**src/rtl/mem_copier.sv**
```systemverilog
// Byte-wide memory-to-memory copy engine: reads copy_size bytes from src_addr and
// writes them to dst_addr through a single ready-handshaked memory port.
module mem_copier #(
  parameter int ADDR_W = 8,
  parameter int DATA_W = 8
) (
  input  logic              CLK,
  input  logic              nRST,
  input  logic [ADDR_W-1:0] src_addr,
  input  logic [ADDR_W-1:0] dst_addr,
  input  logic [ADDR_W-1:0] copy_size,
  input  logic              start,
  output logic              finished,
  output logic              mem_ren,
  output logic              mem_wen,
  output logic [ADDR_W-1:0] mem_addr,
  output logic [DATA_W-1:0] mem_wdata,
  input  logic [DATA_W-1:0] mem_rdata,
  input  logic              mem_ready
);

  typedef enum logic [1:0] {IDLE, READ, WRITE, DONE} state_e;

  state_e              state_q, state_d;
  logic [ADDR_W-1:0]   src_q, src_d;
  logic [ADDR_W-1:0]   dst_q, dst_d;
  logic [ADDR_W-1:0]   count_q, count_d;
  logic [ADDR_W-1:0]   index_q, index_d;
  logic [DATA_W-1:0]   data_q, data_d;
  logic [ADDR_W-1:0]   index_inc;

  assign index_inc = index_q + 1'b1;

  // NOTE: state uses non-blocking assignments so every register updates from
  // pre-edge values; nRST is active-high despite its name.
  always_ff @(posedge CLK or posedge nRST) begin
    if (nRST) begin
      state_q <= IDLE;
      src_q   <= '0;
      dst_q   <= '0;
      count_q <= '0;
      index_q <= '0;
      data_q  <= '0;
    end else begin
      state_q <= state_d;
      src_q   <= src_d;
      dst_q   <= dst_d;
      count_q <= count_d;
      index_q <= index_d;
      data_q  <= data_d;
    end
  end

  // NOTE: every signal driven here gets a default first, so no path can infer a latch.
  always_comb begin
    state_d   = state_q;
    src_d     = src_q;
    dst_d     = dst_q;
    count_d   = count_q;
    index_d   = index_q;
    data_d    = data_q;
    finished  = 1'b0;
    mem_ren   = 1'b0;
    mem_wen   = 1'b0;
    mem_addr  = '0;
    mem_wdata = '0;

    unique case (state_q)
      IDLE: begin
        if (start) begin
          src_d   = src_addr;
          dst_d   = dst_addr;
          count_d = copy_size;
          index_d = '0;
          state_d = (copy_size == '0) ? DONE : READ;
        end
      end
      READ: begin
        mem_ren  = 1'b1;
        mem_addr = src_q + index_q;
        if (mem_ready) begin
          data_d  = mem_rdata;
          state_d = WRITE;
        end
      end
      WRITE: begin
        mem_wen   = 1'b1;
        mem_addr  = dst_q + index_q;
        mem_wdata = data_q;
        if (mem_ready) begin
          index_d = index_inc;
          state_d = (index_inc == count_q) ? DONE : READ;
        end
      end
      DONE: begin
        finished = 1'b1;
        state_d  = IDLE;
      end
      default: state_d = IDLE;
    endcase
  end

endmodule

```
**config.mk**
```make
export PLATFORM = sky130hd
export DESIGN_NAME = mem_copier
export DESIGN_NICKNAME = d
export VERILOG_FILES = /design/src/rtl/mem_copier.sv
export SDC_FILE = /design/constraint.sdc
export NUM_CORES = 1
export LEC_CHECK = 0
export ABC_AREA = 1
export BUFFER_PORTS_ARGS = -buffer_cell sky130_fd_sc_hd__buf_2
export CAP_MARGIN = 15
export CORE_UTILIZATION = 55
export CTS_CLUSTER_DIAMETER = 120
export DETAILED_ROUTE_END_ITERATION = 6
export GPL_TIMING_DRIVEN = 0
export PLACE_DENSITY_LB_ADDON = 0.25
export SLEW_MARGIN = 10
export SYNTH_ARGS = -nofsm -noshare
export SYNTH_HDL_FRONTEND = slang
export SYNTH_SLANG_ARGS = --single-unit
```
**constraint.sdc**
```tcl
create_clock -name CLK -period 8.2 [get_ports CLK]
set_clock_uncertainty 0.1 [all_clocks]
set_input_delay 1.23 -clock CLK [delete_from_list [all_inputs] [get_ports CLK]]
set_output_delay 1.23 -clock CLK [all_outputs]
set_load 0.005 [all_outputs]
```
-- Yosys cells after proc, flatten, opt, wreduce, memory -nomap -nowiden
Index checks and enable logic that the tools add are counted.
- register bits after elaboration: 42
- logic and storage cells: 37
- output and inout bits: 19
- input port bits: 36
- $add $sub $neg: 3
- equality and inequality tests: 7
- muxes and demuxes: 14
- reductions and logical operators: 7
- operators by type and width (cell ; number):
    $pmux W8 S2 ; 2
    $mux W8 ; 3
    $add A8 B8 Y8 ; 2
    $mux W2 ; 5
    $add A8 B1 Y8 const B ; 1
    $eq A8 B8 Y1 ; 1
    $logic_not A8 Y1 ; 1
    $pmux W2 S4 ; 1
    $ne A2 B2 Y1 const B ; 3
    $reduce_and A3 Y1 ; 2
    $eq A2 B2 Y1 const B ; 2
    $reduce_and A2 Y1 ; 2
    $mux W1 ; 3
    $eq A2 B1 Y1 const B ; 1
    $logic_not A2 Y1 ; 1
    $reduce_bool A2 Y1 ; 1

-- Logic depth before layout (Yosys ltp)
Gate-level depths: netlist (run 1).
- depth after elaboration: 5
- depth in mapped cells: 14
- gate-level depth less buffers: 14

-- Worst setup path before layout (run 1)
No wires, ideal clock.
- path type: register to output
- start point: register state_q[0]
- end point: output port mem_addr[6]
- slack: 4.411 ns
- cell stages (with the launch flop): 15
- path buffers: 1
- arrival time: 2.459 ns
- cell sequence: dfrtp_1 -> inv_1 -> ha_1 -> clkbuf_1 -> nand2_1 -> o21ai_0 -> ha_1 -> inv_1 -> fa_1 -> o31ai_1 -> nand2_1 -> nand2_1 -> a21oi_1 -> o21ai_0 -> a21oi_1
- word-level cells in the longest chain between the ends: 2
- elaborated cells on any way between the ends: 3
- RTL lines (item ; line ; source):
    start: declaration ; 24 ; state_e state_q, state_d;
    start signal: assignment ; 45 ; state_q <= state_d;
    $eq A2 B2 Y1 or $eq A2 B1 Y1 (tied branches) ; 68 ; unique case (state_q)
    $pmux W8 S2 (*) ; 68 ;
    end: declaration ; 16 ; output logic [ADDR_W-1:0] mem_addr,
Mark *: on every way between the ends. The rest lies on a longest branch, timed or not.

-- Final worst setup path (run 1)
Same ends and word-level chain as after synthesis.

==> impl_metrics.ini, run 1 <==
[run_status]
status = finished clean

[power]
cellLeakagePower_nw = 1.580
powerDensity_nw_per_um2 = 345.2
ir_drop_v = 0.0001916

[synth]
synth-seq-area-share = 0.4251
synth_edf_count = 0
syn_area_per_cell_um2 = 8.269
ys_types = 30
ys_seq_elements = 42
syn_area_um2 = 2472
syn-num-nets = 349
synthCells = 299
synthArstFlopShare = 1.000
synthFlopType = dfrtp_1
ys_warn_count = 0

[setup_path]
crit_path_max_fanout = 10
path_delay_family = adder cells
critPathSlowestCell = o31ai_1
critPathCaptureType = primary output
required_ps = 6870
cp_cell_sequence = inv_1 -> ha_1 -> clkbuf_1 -> nand2_1 -> o21ai_0 -> ha_1 -> inv_1 -> fa_1 -> o31ai_1 -> nand2_1 -> nand2_1 -> a21oi_1 -> o21ai_0 -> a21oi_1 -> buf_2
path_class = reg2out
cpMostUsedCell = nand2_1
worst-path-buf-inv = 4
cp.arrival_ps = 3360
max_stage_delay_ps = 450
start_kind = flop

[sta]
fmax_mhz = 213.2
relSlewSlack = 0.5320
worst_slew_pin_slew_ps = 702.0
finalSetupViolations = 0
fin_setup_tns_ps = 0
fin_crit_sh = 0.5721
final-max-slew-violation-count = 0
whs_ps = 417.3
fin_crit_ps = 4691
rsz0062_at_grt = false
hold_viol = 0

[placement]
dp_hpwl_um = 4099
placed_area_um2 = 2828
portBuffers = 54
dp_cells = 406
globalplace.congestion = 0.8441

[clock_network]
h-tree-depth = 2
ctsRootBufferMaster = clkbuf_8
hold_buffers = 0
cts.sinks = 42
cts.clk_slew.worst_paths_ps = 90
postCtsSetupRepairBufs = 0
cts_tree = done
cts_resized = 0
cts_made_buffers = 5
clk_latency_ps = 300
cts_buffer_depth = 2

[floorplanning]
die_w_um = 69.05
dieArea_um2 = 4767
core-area_um2 = 4324
rows = 24
ios = 55
die_h_um = 69.05
start_util = 0.5718

[route]
dr.pass1.iters = 6
drt_iter0_drc = 96
detail-route-antenna-nets = 0
drc_errors = 0
vias = 2151
via_per_inst = 5.196
wl_per_cell_um = 12.72
routed_wl_um = 5268

[min_path]
hp-class = reg2reg

[finish]
postLayoutCellArea_um2 = 2915
instances_no_fill = 414
fin_nets = 411
final_core_utilization = 0.6742
drive_gt1_frac = 0.2735
diodes = 0
area_delta_synth_final_pct = 17.92

[global_route]
antenna_found_initial = 0
grt_max_degree = 37
grt_usage = 0.2415
grt_pass1_wl_um = 9163
first_global_vias = 2122
overflow = 0

[run]
drv_cap = 0
-- synthesized netlist by cell type, types with 2 or more instances --
cell      number  area share
nand3_1       21       0.043
clkbuf_1       4      0.0061
inv_2          2      0.0030
o22ai_1        7       0.018
nand2_2        2      0.0051
mux2_2        23        0.10
nor2_1        21       0.032
o21ai_0       13       0.026
a31oi_1        2      0.0051
nor2_2         3      0.0076
dfrtp_1       42        0.43
a21oi_1       18       0.036
inv_1         45       0.068
nand2_1       68        0.10
ha_1          13       0.066
-- layout by cell type, fill, tap and decap left out, types with 5 or more instances in the layout --
master,synthesis,layout
buf_2,1,55
ha_1,13,13
mux2_2,23,23
nand2_1,68,68
nand3_1,21,21
o22ai_1,7,7
clkbuf_8,0,5
o21ai_0,13,13
dfrtp_1,42,42
nor2_1,21,21
a21oi_1,18,18
inv_1,45,44
-- cell families after synthesis --
logic type | Yosys count | share of synthesized area
and+or+nand+nor | 121 | 0.2085
AOI/OAI and AO/OA | 45 | 0.1012
buffers and inverters | 52 | 0.07945
adders and majority gates | 14 | 0.07389
muxes | 23 | 0.1048
DFF | 42 | 0.4251
xor gates and xnor gates | 2 | 0.007086
-- routing by layer --
layer	track usage	routed length, um	vias up	part of all wire
li1	-	-	1095	-
met1	0.3184	2508	991	0.48
met2	0.3808	2439	56	0.46
met3	0.04971	199	9	0.038
met4	0.1156	121	0	0.023
met5	0	0	-	0
-- final timing paths --
kind | from | end | slack (ps) | depth (start not counted)
setup / recovery | state_q[0]$_DFFE_PP0P_ | mem_addr[6] | 3510 | 15
hold / removal | src_q[4]$_DFFE_PP0P_ | src_q[4]$_DFFE_PP0P_ | 420 | 1
setup reg to reg | state_q[0]$_DFFE_PP0P_ | index_q[7]$_DFFE_PP0P_ | 6100 | 6
hold reg to reg | src_q[4]$_DFFE_PP0P_ | src_q[4]$_DFFE_PP0P_ | 420 | 1
max in group asynchronous | nRST | index_q[3]$_DFFE_PP0P_ | 6850 | 3
min in group asynchronous | nRST | state_q[0]$_DFFE_PP0P_ | 720 | 2
-- flip-flops by register name, indices dropped and copies added (netlist names) --
register  count
count_q       8
data_q        8
dst_q         8
index_q       8
src_q         8
state_q       2
-- cell type report --
cell class | instances | area [um^2]
fillers | 379 | 1409
multi-input cells | 205 | 1225
flip-flops and latches | 42 | 1051
repair buffers | 55 | 290.3
inverters | 47 | 176.4
clock buffers | 5 | 68.82
well taps | 52 | 65.06
plain buffers | 5 | 20.02
clock inverters | 3 | 18.77
-- stage by stage --
| stage | power [mW] | setup WS (ps) |
|---|---|---|
| 3_5_place_dp | 0.8776 | 3835 |
| 4_1_cts | 1.012 | 3493 |
| 2_1_floorplan | 0.7122 | 4411 |
| 6_report | 1.006 | 3509 |
| 5_1_grt | 1.105 | 3117 |
| 3_3_place_gp | 0.8528 | 3939 |
-- power by group --
part / internal (mW) / switching [mW]
registers: 0.297 / 0.0544
clock network: 0.0599 / 0.0741
logic: 0.227 / 0.294
-- worst register-to-register path, stage by stage, from the launching register on --
cell and delay (ps):
dfrtp_1 380, inv_1 90, ha_1 280, inv_1 230, o21ai_0 140, a21oi_1 570, o22ai_1 160
(Power assumes the default switching activity.)
==> inputs of run 2 (changes only) <==
- CORE_UTILIZATION: 55 -> 49
- clock period: 8.2 -> 4.3 ns (I/O delays scaled with it)
==> run 2 against run 1 <==
Register-to-register slack worse by 3900 ps. Largest cell class unchanged. Setup slack lost 3100 ps. Core utilization shrank 6.0 points. Sequential power is 90% higher. Cell area increased by 0.77%. Sequential share of layout area down 0.28 points.
==> impl_metrics.ini, run 2 (synthesized netlist as in run 1, its figures left out) <==
[run_status]
status = finished clean

[setup_path]
path_class = reg2out
critPathSlowestCell = o31ai_1
cp.arrival_ps = 3180
worst-path-buf-inv = 4
required_ps = 3560
max_stage_delay_ps = 420
cpMostUsedCell = nand2_1
reg2reg_slack_ps = 2220
crit_path_max_fanout = 10
start_kind = flop
cp_cell_sequence = inv_1 -> ha_1 -> clkbuf_2 -> nand2_1 -> o21ai_0 -> ha_1 -> inv_1 -> fa_1 -> o31ai_1 -> nand2_1 -> nand2_1 -> a21oi_1 -> o21ai_0 -> a21oi_1 -> buf_2
cp-startpoint = state_q[0]$_DFFE_PP0P_
path_delay_family = adder cells
critPathCaptureType = primary output
r2r-start = state_q[0]$_DFFE_PP0P_

[finish]
area_delta_synth_final_pct = 18.83
final_cell_mix = 68 x nand2_1, 55 x buf_2, 44 x inv_1, 42 x dfrtp_1, 23 x mux2_2
fin_nets = 411
drive_gt1_frac = 0.2762
fillers = 429
diodes = 0
final_core_utilization = 0.6139
layout_commonest_cell = nand2_1
postLayoutCellArea_um2 = 2938

[route]
drc_errors = 0
via_per_inst = 4.979
dr.pass1.iters = 4
drt_iter0_drc = 118
routed_wl_um = 5277
detail-route-antenna-nets = 0
vias = 2136
wl_per_cell_um = 12.30

[floorplanning]
start_util = 0.5166
die_w_um = 73.03
core-area_um2 = 4786
ios = 55
die_h_um = 73.03
dieArea_um2 = 5333
rows = 25

[sta]
fmax_mhz = 255.0
fin_setup_tns_ps = 0
fin_crit_sh = 0.9120
finalSetupViolations = 0
hold_viol = 0
fin_crit_ps = 3922
rsz0062_at_grt = false
worst_slew_pin_slew_ps = 641.6
final-max-slew-violation-count = 0
relSlewSlack = 0.5722

[clock_network]
h-tree-depth = 2
cts.sinks = 42
cts_tree = done
cts_buffer_depth = 2
clk_latency_ps = 300
hold_buffers = 0
cts.clk_slew.worst_paths_ps = 90
cts_made_buffers = 5
ctsRootBufferMaster = clkbuf_8

[placement]
dp_hpwl_um = 4128
globalplace.congestion = 0.9202
portBuffers = 54
placed_area_um2 = 2846

[global_route]
grt_usage = 0.2207
grt_max_degree = 28
grt_pass1_wl_um = 8990
overflow = 0
first_global_vias = 2030
antenna_found_initial = 0

[power]
cellLeakagePower_nw = 1.579
ir_drop_v = 0.0003984
powerDensity_nw_per_um2 = 653.1

[min_path]
hp-class = in2async

[run]
drv_cap = 0
## run 2: layout make-up
class                      count  area (um^2)  area share
multi-input combinational    205         1225      0.4169
clock inverter                 3        21.27    0.007240
buffer                         5        21.27    0.007240
inverter                      47        176.4     0.06005
sequential                    42         1051      0.3578
clock buffer                   5        68.82     0.02342
tap                           67        83.83     0.02853
timing repair buffer          55        290.3     0.09881
## run 2: through the flow
stage / power (mW) / worst slack, ps / hold WS, ps / std cells
6_report: 1.919 / 378.4 / 210.8 / 429
3_5_place_dp: 1.662 / 600.5 / 393.7 / 421
4_1_cts: 1.932 / 256.3 / 211.9 / 429
2_1_floorplan: 1.358 / 1096 / 377.7 / 299
3_3_place_gp: 1.630 / 607.0 / 387.8 / 420
5_1_grt: 2.112 / 77.82 / 228.4 / 429
## run 2: per-layer routing
metal | track usage | up-vias | share of wire
met3 | 0.04972 | 5 | 0.045
li1 | - | 1100 | -
met1 | 0.2821 | 978 | 0.45
met4 | 0.06318 | 0 | 0.010
met5 | 0 | - | 0
met2 | 0.3735 | 53 | 0.49
## run 2: worst paths after layout
kind                                     endpoint  cells after the start
min in group CLK            data_q[4]$_DFFE_PP0P_                      1
setup / recovery                      mem_addr[6]                     15
setup reg to reg           index_q[0]$_DFFE_PP0P_                      6
hold / removal             count_q[4]$_DFFE_PP0P_                      2
max in group asynchronous  index_q[0]$_DFFE_PP0P_                      3
hold reg to reg             data_q[4]$_DFFE_PP0P_                      1
## run 2: where the power goes
group | internal (mW) | switching, mW
logic | 0.432 | 0.555
clock network | 0.114 | 0.149
registers | 0.567 | 0.102
total | 1.11 | 0.806
## run 2: what timing repair did
action / 4_1_cts / 5_1_grt
endpoints found under the setup margin: 0 / 1
setup buffers: 0 / 0
hold endpoints to repair: 0 / 0
gates resized for setup: 0 / 2
